===== src/rtl/rx_cmd_decoder_pkg.sv =====
// Shared definitions for the receive command decoder: opcode bytes,
// FSM state encoding and fixed register addresses of the ALU operands.
package cmd_pkg;

  // Command opcodes (first byte of every frame)
  localparam logic [7:0] CMD_WR      = 8'hAA;
  localparam logic [7:0] CMD_RD      = 8'hBB;
  localparam logic [7:0] CMD_ALU_OP  = 8'hCC;
  localparam logic [7:0] CMD_ALU_NOP = 8'hDD;

  // Register-file slots the ALU reads its operands from
  localparam int OPA_ADDR = 0;
  localparam int OPB_ADDR = 1;

  typedef enum logic [3:0] {
    ST_IDLE,
    ST_WR_ADDR,
    ST_WR_DATA,
    ST_RD_ADDR,
    ST_RD_WAIT,
    ST_ALU_A,
    ST_ALU_B,
    ST_ALU_FUN,
    ST_ALU_WAIT,
    ST_TX_LO,
    ST_TX_HI
  } state_t;

  // True for the two states that wait on a register-file / ALU result
  function automatic logic is_wait_state(input state_t s);
    return (s == ST_RD_WAIT) || (s == ST_ALU_WAIT);
  endfunction

endpackage


===== src/rtl/rx_cmd_decoder_if.sv =====
// Bundle of every signal between the command decoder and its neighbours
// (receive synchronizer, register file, ALU, transmit path).
// master = the decoder, slave = the surrounding system.
interface rx_cmd_decoder_if #(
  parameter int DATA_WIDTH = 8,
  parameter int ADDR_WIDTH = 4,
  parameter int FUN_WIDTH  = 4,
  parameter int ALU_WIDTH  = 16
);
  logic [DATA_WIDTH-1:0] rx_data;
  logic                  rx_valid;
  logic [DATA_WIDTH-1:0] rd_data;
  logic                  rd_valid;
  logic [ALU_WIDTH-1:0]  alu_out;
  logic                  alu_valid;
  logic                  tx_busy;
  logic                  wr_en;
  logic                  rd_en;
  logic [ADDR_WIDTH-1:0] addr;
  logic [DATA_WIDTH-1:0] wr_data;
  logic                  alu_en;
  logic [FUN_WIDTH-1:0]  alu_fun;
  logic                  clk_gate_en;
  logic [DATA_WIDTH-1:0] tx_data;
  logic                  tx_valid;
  logic                  err;

  modport master (
    input  rx_data, rx_valid, rd_data, rd_valid, alu_out, alu_valid, tx_busy,
    output wr_en, rd_en, addr, wr_data, alu_en, alu_fun, clk_gate_en,
           tx_data, tx_valid, err
  );

  modport slave (
    output rx_data, rx_valid, rd_data, rd_valid, alu_out, alu_valid, tx_busy,
    input  wr_en, rd_en, addr, wr_data, alu_en, alu_fun, clk_gate_en,
           tx_data, tx_valid, err
  );

endinterface


===== src/rtl/rx_cmd_decoder_timeout.sv =====
// Wait-state watchdog: reloads while idle, counts down while the decoder
// waits for a result, and flags expiry on the TIMEOUT-th waiting cycle.
module rx_cmd_timeout #(
  parameter int TIMEOUT = 15
) (
  input  logic CLK,
  input  logic RST,
  input  logic load,
  output logic expired
);

  localparam int CW = $clog2(TIMEOUT + 1);

  logic [CW-1:0] cnt_q;

  // Reload to TIMEOUT-1 so the first waiting cycle already sees one step used
  always_ff @(posedge CLK or posedge RST) begin
    if (RST) begin
      cnt_q <= CW'(TIMEOUT - 1);
    end else if (load) begin
      cnt_q <= CW'(TIMEOUT - 1);
    end else if (cnt_q != '0) begin
      cnt_q <= cnt_q - 1'b1;
    end
  end

  assign expired = (cnt_q == '0);

endmodule


===== src/rtl/rx_cmd_decoder.sv =====
// Command frame decoder: parses synchronized receive bytes into register
// writes/reads and ALU operations, then returns results as tx bytes.
// Every output is a flop; strobes appear the cycle after the causing byte.
module rx_cmd_decoder
  import cmd_pkg::*;
#(
  parameter int DATA_WIDTH = 8,
  parameter int ADDR_WIDTH = 4,
  parameter int FUN_WIDTH  = 4,
  parameter int ALU_WIDTH  = 16,
  parameter int TIMEOUT    = 15
) (
  input logic             CLK,
  input logic             RST,
  rx_cmd_decoder_if.master bus
);

  state_t                state_q, state_d;
  logic                  wr_en_q, wr_en_d;
  logic                  rd_en_q, rd_en_d;
  logic [ADDR_WIDTH-1:0] addr_q, addr_d;
  logic [DATA_WIDTH-1:0] wr_data_q, wr_data_d;
  logic                  alu_en_q, alu_en_d;
  logic [FUN_WIDTH-1:0]  alu_fun_q, alu_fun_d;
  logic                  clk_gate_q, clk_gate_d;
  logic [DATA_WIDTH-1:0] tx_data_q, tx_data_d;
  logic                  tx_valid_q, tx_valid_d;
  logic                  err_q, err_d;
  logic [ALU_WIDTH-1:0]  resp_q, resp_d;     // result waiting to be sent
  logic                  is_alu_q, is_alu_d; // response has a high byte
  logic                  tx_sent_q, tx_sent_d; // current tx byte already strobed
  logic                  wait_expired;

  rx_cmd_timeout #(.TIMEOUT(TIMEOUT)) u_timeout (
    .CLK     (CLK),
    .RST     (RST),
    .load    (!is_wait_state(state_q)),
    .expired (wait_expired)
  );

  // State and output registers; reset abandons any partial frame
  always_ff @(posedge CLK or posedge RST) begin
    if (RST) begin
      state_q    <= ST_IDLE;
      wr_en_q    <= 1'b0;
      rd_en_q    <= 1'b0;
      addr_q     <= '0;
      wr_data_q  <= '0;
      alu_en_q   <= 1'b0;
      alu_fun_q  <= '0;
      clk_gate_q <= 1'b0;
      tx_data_q  <= '0;
      tx_valid_q <= 1'b0;
      err_q      <= 1'b0;
      resp_q     <= '0;
      is_alu_q   <= 1'b0;
      tx_sent_q  <= 1'b0;
    end else begin
      // NOTE: non-blocking assignments so every flop samples pre-edge values.
      state_q    <= state_d;
      wr_en_q    <= wr_en_d;
      rd_en_q    <= rd_en_d;
      addr_q     <= addr_d;
      wr_data_q  <= wr_data_d;
      alu_en_q   <= alu_en_d;
      alu_fun_q  <= alu_fun_d;
      clk_gate_q <= clk_gate_d;
      tx_data_q  <= tx_data_d;
      tx_valid_q <= tx_valid_d;
      err_q      <= err_d;
      resp_q     <= resp_d;
      is_alu_q   <= is_alu_d;
      tx_sent_q  <= tx_sent_d;
    end
  end

  // Next-state and next-output decode
  always_comb begin
    // NOTE: defaults first (strobes low, data held) so no path infers a latch.
    state_d    = state_q;
    wr_en_d    = 1'b0;
    rd_en_d    = 1'b0;
    alu_en_d   = 1'b0;
    tx_valid_d = 1'b0;
    err_d      = 1'b0;
    addr_d     = addr_q;
    wr_data_d  = wr_data_q;
    alu_fun_d  = alu_fun_q;
    tx_data_d  = tx_data_q;
    resp_d     = resp_q;
    is_alu_d   = is_alu_q;
    tx_sent_d  = tx_sent_q;

    unique case (state_q)
      ST_IDLE: begin
        if (bus.rx_valid) begin
          case (bus.rx_data)
            DATA_WIDTH'(CMD_WR):      state_d = ST_WR_ADDR;
            DATA_WIDTH'(CMD_RD):      state_d = ST_RD_ADDR;
            DATA_WIDTH'(CMD_ALU_OP):  state_d = ST_ALU_A;
            DATA_WIDTH'(CMD_ALU_NOP): state_d = ST_ALU_FUN;
            default:                  err_d   = 1'b1;
          endcase
        end
      end

      ST_WR_ADDR: begin
        if (bus.rx_valid) begin
          addr_d  = bus.rx_data[ADDR_WIDTH-1:0];
          state_d = ST_WR_DATA;
        end
      end

      ST_WR_DATA: begin
        if (bus.rx_valid) begin
          wr_en_d   = 1'b1;
          wr_data_d = bus.rx_data;
          state_d   = ST_IDLE;
        end
      end

      ST_RD_ADDR: begin
        if (bus.rx_valid) begin
          rd_en_d = 1'b1;
          addr_d  = bus.rx_data[ADDR_WIDTH-1:0];
          state_d = ST_RD_WAIT;
        end
      end

      ST_RD_WAIT: begin
        err_d = bus.rx_valid;  // overrun: byte dropped, state kept
        if (bus.rd_valid) begin
          resp_d   = {{(ALU_WIDTH-DATA_WIDTH){1'b0}}, bus.rd_data};
          is_alu_d = 1'b0;
          state_d  = ST_TX_LO;
        end else if (wait_expired) begin
          err_d   = 1'b1;
          state_d = ST_IDLE;
        end
      end

      ST_ALU_A: begin
        if (bus.rx_valid) begin
          wr_en_d   = 1'b1;
          addr_d    = ADDR_WIDTH'(OPA_ADDR);
          wr_data_d = bus.rx_data;
          state_d   = ST_ALU_B;
        end
      end

      ST_ALU_B: begin
        if (bus.rx_valid) begin
          wr_en_d   = 1'b1;
          addr_d    = ADDR_WIDTH'(OPB_ADDR);
          wr_data_d = bus.rx_data;
          state_d   = ST_ALU_FUN;
        end
      end

      ST_ALU_FUN: begin
        if (bus.rx_valid) begin
          alu_en_d  = 1'b1;
          alu_fun_d = bus.rx_data[FUN_WIDTH-1:0];
          state_d   = ST_ALU_WAIT;
        end
      end

      ST_ALU_WAIT: begin
        err_d = bus.rx_valid;
        if (bus.alu_valid) begin
          resp_d   = bus.alu_out;
          is_alu_d = 1'b1;
          state_d  = ST_TX_LO;
        end else if (wait_expired) begin
          err_d   = 1'b1;
          state_d = ST_IDLE;
        end
      end

      ST_TX_LO: begin
        err_d = bus.rx_valid;
        if (tx_sent_q) begin
          // busy is ignored here: the byte already went out last cycle
          tx_sent_d = 1'b0;
          state_d   = is_alu_q ? ST_TX_HI : ST_IDLE;
        end else if (!bus.tx_busy) begin
          tx_valid_d = 1'b1;
          tx_data_d  = resp_q[DATA_WIDTH-1:0];
          tx_sent_d  = 1'b1;
        end
      end

      ST_TX_HI: begin
        err_d = bus.rx_valid;
        if (tx_sent_q) begin
          tx_sent_d = 1'b0;
          state_d   = ST_IDLE;
        end else if (!bus.tx_busy) begin
          tx_valid_d = 1'b1;
          tx_data_d  = resp_q[ALU_WIDTH-1 -: DATA_WIDTH];
          tx_sent_d  = 1'b1;
        end
      end

      default: state_d = ST_IDLE;
    endcase
  end

  // ALU clock runs from entry to ALU_FUN until the result is taken or abandoned
  always_comb begin
    clk_gate_d = (state_d == ST_ALU_FUN) || (state_d == ST_ALU_WAIT);
  end

  assign bus.wr_en       = wr_en_q;
  assign bus.rd_en       = rd_en_q;
  assign bus.addr        = addr_q;
  assign bus.wr_data     = wr_data_q;
  assign bus.alu_en      = alu_en_q;
  assign bus.alu_fun     = alu_fun_q;
  assign bus.clk_gate_en = clk_gate_q;
  assign bus.tx_data     = tx_data_q;
  assign bus.tx_valid    = tx_valid_q;
  assign bus.err         = err_q;

endmodule


===== src/flat_wrapper.sv =====
// flat-port wrapper written by rule: the top's interface ports become plain ports
module rx_cmd_decoder_flat import cmd_pkg::*;
#(
  parameter int DATA_WIDTH = 8,
  parameter int ADDR_WIDTH = 4,
  parameter int FUN_WIDTH  = 4,
  parameter int ALU_WIDTH  = 16,
  parameter int TIMEOUT    = 15
)
  (CLK, RST, bus_rx_data, bus_rx_valid, bus_rd_data, bus_rd_valid, bus_alu_out, bus_alu_valid, bus_tx_busy, bus_wr_en, bus_rd_en, bus_addr, bus_wr_data, bus_alu_en, bus_alu_fun, bus_clk_gate_en, bus_tx_data, bus_tx_valid, bus_err);
  rx_cmd_decoder_if #(.DATA_WIDTH(DATA_WIDTH), .ADDR_WIDTH(ADDR_WIDTH), .FUN_WIDTH(FUN_WIDTH), .ALU_WIDTH(ALU_WIDTH)) bus_i ();
  input logic CLK;
  input logic RST;
  input wire logic [$bits(bus_i.rx_data)-1:0] bus_rx_data;
  input wire logic [$bits(bus_i.rx_valid)-1:0] bus_rx_valid;
  input wire logic [$bits(bus_i.rd_data)-1:0] bus_rd_data;
  input wire logic [$bits(bus_i.rd_valid)-1:0] bus_rd_valid;
  input wire logic [$bits(bus_i.alu_out)-1:0] bus_alu_out;
  input wire logic [$bits(bus_i.alu_valid)-1:0] bus_alu_valid;
  input wire logic [$bits(bus_i.tx_busy)-1:0] bus_tx_busy;
  output wire logic [$bits(bus_i.wr_en)-1:0] bus_wr_en;
  output wire logic [$bits(bus_i.rd_en)-1:0] bus_rd_en;
  output wire logic [$bits(bus_i.addr)-1:0] bus_addr;
  output wire logic [$bits(bus_i.wr_data)-1:0] bus_wr_data;
  output wire logic [$bits(bus_i.alu_en)-1:0] bus_alu_en;
  output wire logic [$bits(bus_i.alu_fun)-1:0] bus_alu_fun;
  output wire logic [$bits(bus_i.clk_gate_en)-1:0] bus_clk_gate_en;
  output wire logic [$bits(bus_i.tx_data)-1:0] bus_tx_data;
  output wire logic [$bits(bus_i.tx_valid)-1:0] bus_tx_valid;
  output wire logic [$bits(bus_i.err)-1:0] bus_err;
  assign bus_i.rx_data = bus_rx_data;
  assign bus_i.rx_valid = bus_rx_valid;
  assign bus_i.rd_data = bus_rd_data;
  assign bus_i.rd_valid = bus_rd_valid;
  assign bus_i.alu_out = bus_alu_out;
  assign bus_i.alu_valid = bus_alu_valid;
  assign bus_i.tx_busy = bus_tx_busy;
  assign bus_wr_en = bus_i.wr_en;
  assign bus_rd_en = bus_i.rd_en;
  assign bus_addr = bus_i.addr;
  assign bus_wr_data = bus_i.wr_data;
  assign bus_alu_en = bus_i.alu_en;
  assign bus_alu_fun = bus_i.alu_fun;
  assign bus_clk_gate_en = bus_i.clk_gate_en;
  assign bus_tx_data = bus_i.tx_data;
  assign bus_tx_valid = bus_i.tx_valid;
  assign bus_err = bus_i.err;
  rx_cmd_decoder #(.DATA_WIDTH(DATA_WIDTH), .ADDR_WIDTH(ADDR_WIDTH), .FUN_WIDTH(FUN_WIDTH), .ALU_WIDTH(ALU_WIDTH), .TIMEOUT(TIMEOUT)) u_core (.CLK(CLK), .RST(RST), .bus(bus_i));
endmodule

===== config.mk =====
export PLATFORM = sky130hd
export DESIGN_NAME = rx_cmd_decoder_flat
export DESIGN_NICKNAME = d
export VERILOG_FILES = /design/src/rtl/rx_cmd_decoder_pkg.sv /design/src/rtl/rx_cmd_decoder_if.sv /design/src/rtl/rx_cmd_decoder_timeout.sv /design/src/rtl/rx_cmd_decoder.sv /design/src/flat_wrapper.sv
export SDC_FILE = /design/constraint.sdc
export NUM_CORES = 1
export LEC_CHECK = 0
export CAP_MARGIN = 15
export CORE_ASPECT_RATIO = 1.25
export CORE_MARGIN = 10
export CORE_UTILIZATION = 53
export DETAILED_ROUTE_END_ITERATION = 10
export GPL_ROUTABILITY_DRIVEN = 0
export GPL_TIMING_DRIVEN = 0
export PLACE_DENSITY = 0.85
export SYNTH_ARGS = -nofsm -noshare
export SYNTH_HDL_FRONTEND = slang
export SYNTH_HIERARCHICAL = 1
export SYNTH_SLANG_ARGS = --single-unit

===== constraint.sdc =====
create_clock -name CLK -period 3.7 [get_ports CLK]
set_clock_uncertainty 0.05 [all_clocks]
set_input_delay 0.555 -clock CLK [delete_from_list [all_inputs] [get_ports CLK]]
set_output_delay 0.555 -clock CLK [all_outputs]
set_load 0.03 [all_outputs]

# [Word level (Yosys, flattened, before mapping)]
# Index checks and enable logic that the tools add are counted.
[classes] eq_ne=26 n_reduce_logical=17 n_addsub=1 mux=45
[op_table] cell="$mux 4" n=18
[op_table] cell="$pmux 4 s11" n=1
[op_table] cell="$eq 8x8->1 const B" n=4
[op_table] cell="$mux 16" n=2
[op_table] cell="$mux 8" n=4
[op_table] cell="$pmux 16 s2" n=1
[op_table] cell="$eq 4x3->1 const B" n=5
[op_table] cell="$ne 2x2->1 const B" n=9
[op_table] cell="$eq 4x4->1 const B" n=4
[op_table] cell="$pmux 4 s4" n=1
[op_table] cell="$pmux 8 s2" n=1
[op_table] cell="$mux 1" n=14
[op_table] cell="$pmux 4 s3" n=1
[op_table] cell="$eq 4x2->1 const B" n=2
[op_table] cell="$logic_not 4->1" n=2
[op_table] cell="$reduce_and 5->1" n=1
[op_table] cell="$eq 4x1->1 const B" n=1
[op_table] cell="$pmux 1 s4" n=1
[op_table] cell="$reduce_and 2->1" n=2
[op_table] cell="$reduce_and 4->1" n=1
[op_table] cell="$reduce_bool 2->1" n=2
[op_table] cell="$reduce_bool 4->1" n=1
[op_table] cell="$reduce_or 2->1" n=2
[op_table] cell="$reduce_or 4->1" n=1
[op_table] cell="other kinds (7)" n=8
[totals] regBits=56 elab_cells=104

# [Depth between registers and ports, before layout]
# Gate-level depths: netlist of run 1.
[depth] word_depth=6 depth_mapped=8

# [Hierarchy]
# The synthesis of run 1 kept the hierarchy.
[modules_own_cells] mod="rx_cmd_decoder" seq_area_each_um2=1301.2 cells_per_inst=224 n_inst=1 area_each_um2=2543.7
[modules_own_cells] mod="rx_cmd_timeout" seq_area_each_um2=103.8 cells_per_inst=22 n_inst=1 area_each_um2=237.7

# [Worst setup path after synthesis of run 1]
# No wires, ideal clock.
[synth_path] path_type="reg-to-reg" startpoint="register u_core.u_timeout.cnt_q[1]" endpoint="register u_core.clk_gate_q, in the netlist u_core/bus.clk_gate_en" slack_ps=1684 n_path_buf=0 setup_ps=79 t_required_ps=3571 path_stages_with_launch=9 arrival_ps=1887 cell_sequence="dfstp_2 inv_1 ha_1 nor3b_4 or4_1 a21oi_1 a211oi_1 a31o_1 mux2i_1"
[synth_between] elab_chain_len=6
[synth_rtl] item="from (decl)" line="rx_cmd_decoder_timeout.sv:14" text="logic [CW-1:0] cnt_q;"
[synth_rtl] item="from (signal assigned)" line="rx_cmd_decoder_timeout.sv:19" text="cnt_q <= CW'(TIMEOUT - 1);"
[synth_rtl] item="from (signal assigned)" line="rx_cmd_decoder_timeout.sv:21" text="cnt_q <= CW'(TIMEOUT - 1);"
[synth_rtl] item="from (signal assigned)" line="rx_cmd_decoder_timeout.sv:23" text="cnt_q <= cnt_q - 1'b1;"
[synth_rtl] item="$logic_not 4->1 (*)" line="rx_cmd_decoder_timeout.sv:27" text="assign expired = (cnt_q == '0);"
[synth_rtl] item="named net u_core.wait_expired" line="rx_cmd_decoder.sv:32" text="logic wait_expired;"
[synth_rtl] item="$mux 4 (*)" line="rx_cmd_decoder.sv:136, rx_cmd_decoder.sv:174"
[synth_rtl] item="$mux 4 (on tied branches)" line="rx_cmd_decoder.sv:170, rx_cmd_decoder.sv:132"
[synth_rtl] item="$pmux 4 s11 (*)" line="rx_cmd_decoder.sv:94" text="unique case (state_q)"
[synth_rtl] item="$eq 4x3->1 or $eq 4x4->1 (tied branches)" line="rx_cmd_decoder.sv:211" text="clk_gate_d = (state_d == ST_ALU_FUN) || (state_d == ST_ALU_WAIT);"
[synth_rtl] item="$logic_or 1x1->1 (*)" line="rx_cmd_decoder.sv:211"
[synth_rtl] item="named net u_core.clk_gate_d" line="rx_cmd_decoder.sv:25" text="logic clk_gate_q, clk_gate_d;"
[synth_rtl] item="to (signal assigned)" line="rx_cmd_decoder.sv:67" text="clk_gate_q <= clk_gate_d;"
[synth_rtl] item="to (decl)" line="rx_cmd_decoder.sv:25"
# Mark *: on every way through the listed nets, which the timed path passes. The rest lies on a longest branch.
# A chain may end at the register's enable or synchronous reset.

# [Worst setup path after layout of run 1]
# Same ends and word-level chain as after synthesis.

==> results.toml, run 1 <==
[sta]
relSlewSlack = 0.5343
tightestPinTransition_ns = 0.6912
rsz0062_at_grt = "false"
period_needed_ns = 2.247
finalSetupViolCount = 0
fmax_mhz = 445.0
fin_ws_ns = 1.453
tns_ns = 0
hold_viol = 0
finalCritPeriodShare = 0.6074
drv_slew = 0

[detailed_routing]
vias_per_cell = 5.755
vias = 2204
avgRoutedWirePerCell_um = 17.29
drtIter0Drc = 195
routed_wirelength_mm = 6.623
drc = 0
first_pass_iters = 4
postRouteAntennaNets = 0

[logic_synthesis]
syn_nets = 285
yosys.area_share.xor_xnor = 0.009447
synth_compound_area_frac = 0.1529
synth_fa_ha_area_frac = 0.004498
synth_edf_count = 0
ys_seq_elements = 56
syn_inst = 246
yosysSeqAreaShare = 0.5052
yosysUniqueCellTypes = 59
synth_top_family_by_area = "simple AND/OR/NAND/NOR gates"
syn_area_um2 = 2781
yosysWarnings = 6
yosys.area_share.simple = 0.1696
synthArstFlopShare = 1.000
synthFlopType = "dfrtp_1"
syn-mean-instance-area_um2 = 11.31
muxShareOfSynthArea = 0.1174

[pwr]
vdd_ir_drop_max_uv = 479.9
power-per-cell-area_nw_per_um2 = 809.5
leakagePower_nw = 1.539

[critical_path]
critPathLaunchType = "flop"
worst_ep_arrival_time_ns = 2.42
worstSetupPathType = "reg2reg"
worstPathRequired_ns = 3.88
crit_fanout = 5
crit_path_end_kind = "flop"

[grt]
grt_max_degree = 32
grt_pass1_wl_mm = 10.91
overflow = 0
antenna_found_initial = 0
grt_pass1_vias = 2209
track_usage = 0.1538

[floorplan]
dieArea_um2 = 8564
core-area_um2 = 5080
die_height_um = 101.0
start_util = 0.5475
num_rows = 29
die_w_um = 84.80
io-pin-count = 68

[cells_and_area]
seqCellArea_um2 = 1405
layout_commonest_cell = "clkdlybuf4s50_1"
multiInputGateArea_um2 = 1262
synthToLayoutAreaGrowth_pct = 31.26
nets = 359
n_antenna_cell = 0
layout-drive-gt1-share = 0.1308
nFillCells = 370
layout_common_cells = "clkdlybuf4s50_1 (66), dfrtp_1 (53), a21oi_1 (22)"

[place]
dp_hpwl_mm = 5.154
portBuffers = 66
place_ws_ns = 1.324

[clocking]
cts.sinks = 56
clk_latency_ns = 0.31
post_cts_buffers = 0
root_buffer = "clkbuf_8"
cts_buffers = 5
holdBufCountCts = 0
cts_resized = 0
tritoncts = "done"
clk_pin_slew_ns = 0.09
cts_buffer_depth = 2
cts.htree.levels = 2

[flow_run]
drv_cap = 0

[status]
status = "finished clean"

[min_path]
min-delay-path-class = "in2async"
-- metrics by stage --
stage / cells / area (um2) / power, mW / utilization / hold slack (ns)
final: 383 / 3651 / 2.955 / 0.7187 / 0.4129
after global routing: 383 / 3651 / 3.141 / 0.7187 / 0.4345
after CTS: 383 / 3651 / 2.976 / 0.7187 / 0.4142
after detailed placement: 375 / 3540 / 2.570 / 0.6968 / 0.4170
after global placement: 374 / 3520 / 2.523 / 0.6929 / 0.4114
after floorplan: 246 / 2781 / 2.029 / - / 0.2689
-- where the power goes --
group          internal (mW)  switching, mW
Combinational          0.659          0.834
Sequential             0.883          0.179
Clock                  0.205          0.195
Total                   1.75           1.21
-- cells by family (layout without fill, tap and decap cells) --
family	Yosys count	in the layout
AOI/OAI and AO/OA	62	62
DFF	56	56
adders and majority gates	1	1
buffers and inverters	19	94
and+or+nand+nor	74	74
xor gates and xnor gates	3	3
muxes	31	31
-- layer usage --
layer / up-vias / share of wire / GRT usage
met5: - / 0 / 0
met4: 0 / 0.011 / 0.04188
met3: 8 / 0.066 / 0.04207
met2: 79 / 0.53 / 0.2740
met1: 1072 / 0.39 / 0.1759
li1: 1045 / - / -
-- flip-flops by register name, summed over array words and instances (netlist names) --
| name | count |
|---|---|
| u_core/bus.addr | 4 |
| u_core/bus.alu_en | 1 |
| u_core/bus.alu_fun | 4 |
| u_core/bus.clk_gate_en | 1 |
| u_core/bus.err | 1 |
| u_core/bus.rd_en | 1 |
| u_core/bus.tx_data | 8 |
| u_core/bus.tx_valid | 1 |
| u_core/bus.wr_data | 8 |
| u_core/bus.wr_en | 1 |
| u_core/is_alu_q | 1 |
| u_core/resp_q | 16 |
| u_core/state_q | 4 |
| u_core/tx_sent_q | 1 |
| u_core/u_timeout/cnt_q | 4 |
-- synth_stat cells (all sizes together), types with 5 or more instances --
| cell | instances | share of area |
|---|---|---|
| nand2 | 12 | 0.016 |
| inv | 8 | 0.011 |
| a21oi | 23 | 0.045 |
| dfrtp | 53 | 0.48 |
| mux2i | 18 | 0.065 |
| buf | 11 | 0.030 |
| nor2 | 23 | 0.038 |
| nand2b | 7 | 0.018 |
| nor2b | 5 | 0.014 |
| mux2 | 13 | 0.053 |
| a22o | 8 | 0.025 |
| o21ai | 9 | 0.016 |
-- worst paths after layout --
check	slack, ns	start	depth (start not counted)	end
max	1.45	u_core/u_timeout/cnt_q[1]$_DFFE_PP1P_	8	u_core/bus.clk_gate_en$_DFF_PP0_
max in group asynchronous	2.54	RST	3	u_core/bus.tx_data[3]$_DFFE_PP0P_
min reg2reg	0.44	u_core/is_alu_q$_DFFE_PP0P_	1	u_core/is_alu_q$_DFFE_PP0P_
min	0.41	RST	2	u_core/u_timeout/cnt_q[0]$_DFFE_PP0P_
min in group CLK	0.44	u_core/is_alu_q$_DFFE_PP0P_	1	u_core/is_alu_q$_DFFE_PP0P_
max reg2reg	1.45	u_core/u_timeout/cnt_q[1]$_DFFE_PP1P_	8	u_core/bus.clk_gate_en$_DFF_PP0_
-- layout make-up --
| class | instances | area share |
|---|---|---|
| flip-flops and latches | 56 | 0.3849 |
| multi-input cells | 171 | 0.3458 |
| repair buffers | 67 | 0.1864 |
| plain buffers | 11 | 0.02296 |
| well taps | 62 | 0.02125 |
| clock buffers | 6 | 0.01988 |
| clock inverters | 2 | 0.01062 |
| inverters | 8 | 0.008225 |
-- critical path: stages, from the launching register on --
cell	delay, ns
dfstp_2	0.57
inv_1	0.05
ha_1	0.21
nor3b_4	0.19
or4_1	0.48
a21oi_1	0.17
a211oi_1	0.09
a31o_1	0.20
mux2i_1	0.16
(Power assumes the default switching activity.)
==> inputs of run 2 (changes only) <==
- CORE_UTILIZATION: 53 -> 45
- PLACE_DENSITY: 0.85 -> 0.77
- clock period: 3.7 -> 1.9 ns (I/O delays scaled with it)
==> run 2 against run 1 <==
Net effect: the flow now finishes with violations (negative setup slack); cell count up 6.3%; flip-flop and latch count unchanged; die area up 14%; global-route usage down 1.2 points; first-iteration DRC count down 9.7%; core utilization down 8.7 points; critical path type unchanged; largest power group unchanged; highest routed layer unchanged.
==> results.toml, run 2 (synthesis gave the netlist of run 1 again) <==
[status]
status = "complete, but fails checks"
violations = "negative setup slack"

[critical_path]
worstSetupPathType = "reg2reg"
crit_family = "simple AND/OR/NAND/NOR gates"
timing.rr.end = "u_core/bus.clk_gate_en$_DFF_PP0_"
crit_path_end_kind = "flop"
crit_chain = "inv_2 > ha_4 > nor3b_4 > or4_4 > a21oi_4 > a211oi_2 > a31o_1 > mux2i_1"
rr_worst_depth = 8
crit_buf_inv = 1
r2r_start = "u_core/u_timeout/cnt_q[1]$_DFFE_PP1P_"
critPathLaunchType = "flop"
cp_slowest_stage_delay_ns = 0.56
ff2ff_setup_slack_ns = -0.16
crit_fanout = 4
worstPathRequired_ns = 2.08
worst_ep_arrival_time_ns = 2.24
slowest_stage = "dfstp_2"

[place]
place_area_um2 = 3586
post-place-cells = 395
dp_hpwl_mm = 5.172
portBuffers = 66

[min_path]
min-delay-path-class = "in2async"

[cells_and_area]
multiInputGateArea_um2 = 1308
finalInstanceArea_um2 = 3727
layout-drive-gt1-share = 0.1600
layout_commonest_cell = "clkdlybuf4s50_1"
seqCellArea_um2 = 1405
largest_register_ffs = 16
top_register = "u_core/resp_q"
layout_common_cells = "clkdlybuf4s50_1 (66), dfrtp_1 (53), nor2_1 (21), a21oi_1 (21), mux2i_1 (18)"
synthToLayoutAreaGrowth_pct = 34.01
stdcell_count = 407
nFillCells = 495
n_antenna_cell = 0
nets = 363

[pwr]
swShare = 0.4197
p_seq_frac = 0.358
leakagePower_nw = 1.557
vdd_ir_drop_max_uv = 784.7
power-per-cell-area_nw_per_um2 = 1529
internal_power_mw = 3.306
share_clk_of_total_power = 0.113
pwr-share-comb = 0.530
p_switching_mw = 2.391

[sta]
period_needed_ns = 2.061
relSlewSlack = 0.6526
tightestPinTransition_ns = 0.5192
fin_ws_ns = -0.1613
finalCritPeriodShare = 1.085
rsz0062_at_grt = "true"
finalSetupViolCount = 1
fmax_mhz = 485.1
drv_slew = 0
hold_viol = 0

[floorplan]
core-area_um2 = 5896
die_height_um = 107.9
num_rows = 31
io-pin-count = 68
start_util = 0.4718
die_w_um = 90.32
dieArea_um2 = 9746

[grt]
antenna_found_initial = 0
grt_max_degree = 37
grt_pass1_wl_mm = 11.45
grt_pass1_vias = 2383
overflow = 0
track_usage = 0.1423

[detailed_routing]
met3RoutedLength_um = 559
top_layer_used = "met4"
vias = 2245
route.met2.wl_mm = 3.420
drc = 0
drtIter0Drc = 176
wl_met1_mm = 2.898
avgRoutedWirePerCell_um = 17.08
vias_per_cell = 5.516
postRouteAntennaNets = 0
routed_wirelength_mm = 6.953
first_pass_iters = 4

[clocking]
clk_pin_slew_ns = 0.10
tritoncts = "done"
root_buffer = "clkbuf_8"
cts_buffers = 5
cts_buffer_depth = 2
cts.htree.levels = 2
clk_latency_ns = 0.31
cts.sinks = 56

[flow_run]
drv_cap = 0
run 2: final cells by class:
cell class	instances	share of cell area
multi-input cells	171	0.3508
flip-flops and latches	56	0.3770
repair buffers	71	0.1907
clock buffers	5	0.01846
plain buffers	11	0.02249
inverters	8	0.008056
well taps	82	0.02753
clock inverters	3	0.005035
run 2: stage by stage:
step | setup TNS (ns) | utilization | power [mW] | hold slack (ns) | setup WS, ns
finish | -0.1613 | 0.6322 | 5.697 | 0.1436 | -0.1613
global route | -0.3276 | 0.6322 | 6.075 | 0.1617 | -0.1954
CTS | -0.1182 | 0.6301 | 5.718 | 0.1402 | -0.1182
detailed placement | -0.3790 | 0.6082 | 5.021 | 0.4220 | -0.2483
global placement | -35.66 | 0.6048 | 4.941 | 0.4120 | -0.6818
floorplan | 0 | - | 3.981 | -0.001096 | 0.003409
run 2: how the worst max path moves through the flow:
stage                                     startpoint                                 to  slack, ns  depth (start not counted)
5_1_grt        u_core/u_timeout/cnt_q[1]$_DFFE_PP1P_   u_core/bus.clk_gate_en$_DFF_PP0_      -0.20                          8
4_1_cts        u_core/u_timeout/cnt_q[1]$_DFFE_PP1P_   u_core/bus.clk_gate_en$_DFF_PP0_      -0.12                          8
3_5_place_dp                          bus_rx_data[2]   u_core/bus.clk_gate_en$_DFF_PP0_      -0.25                          6
6_report       u_core/u_timeout/cnt_q[1]$_DFFE_PP1P_   u_core/bus.clk_gate_en$_DFF_PP0_      -0.16                          8
2_1_floorplan  u_core/u_timeout/cnt_q[1]$_DFFE_PP1P_   u_core/bus.clk_gate_en$_DFF_PP0_      0.003                          8
3_3_place_gp                                     RST  u_core/bus.wr_data[0]$_DFFE_PP0P_      -0.68                          2
run 2: what timing repair did:
item / in CTS / in global routing
setup buffers: 4 / 0
endpoints found under the setup margin: 2 / 5
gates resized for setup: 3 / 2
pin swaps: 1 / 1
hold buffers: 0 / 0
run 2: metal layers:
layer  track usage  vias to the layer above
met5             0                        -
met4       0.03759                        0
met3       0.05932                        6
met2        0.2521                       88
met1        0.1542                     1101
li1              -                     1050
run 2: power groups by stage:
stage / clock (mW) / combinational, mW / sequential, mW
after CTS: 0.668 / 3.01 / 2.04
after global placement: 0 / 2.89 / 2.05
final: 0.641 / 3.02 / 2.04
after floorplan: 0 / 1.44 / 2.54
after global routing: 0.706 / 3.26 / 2.11
after detailed placement: 0 / 2.96 / 2.06
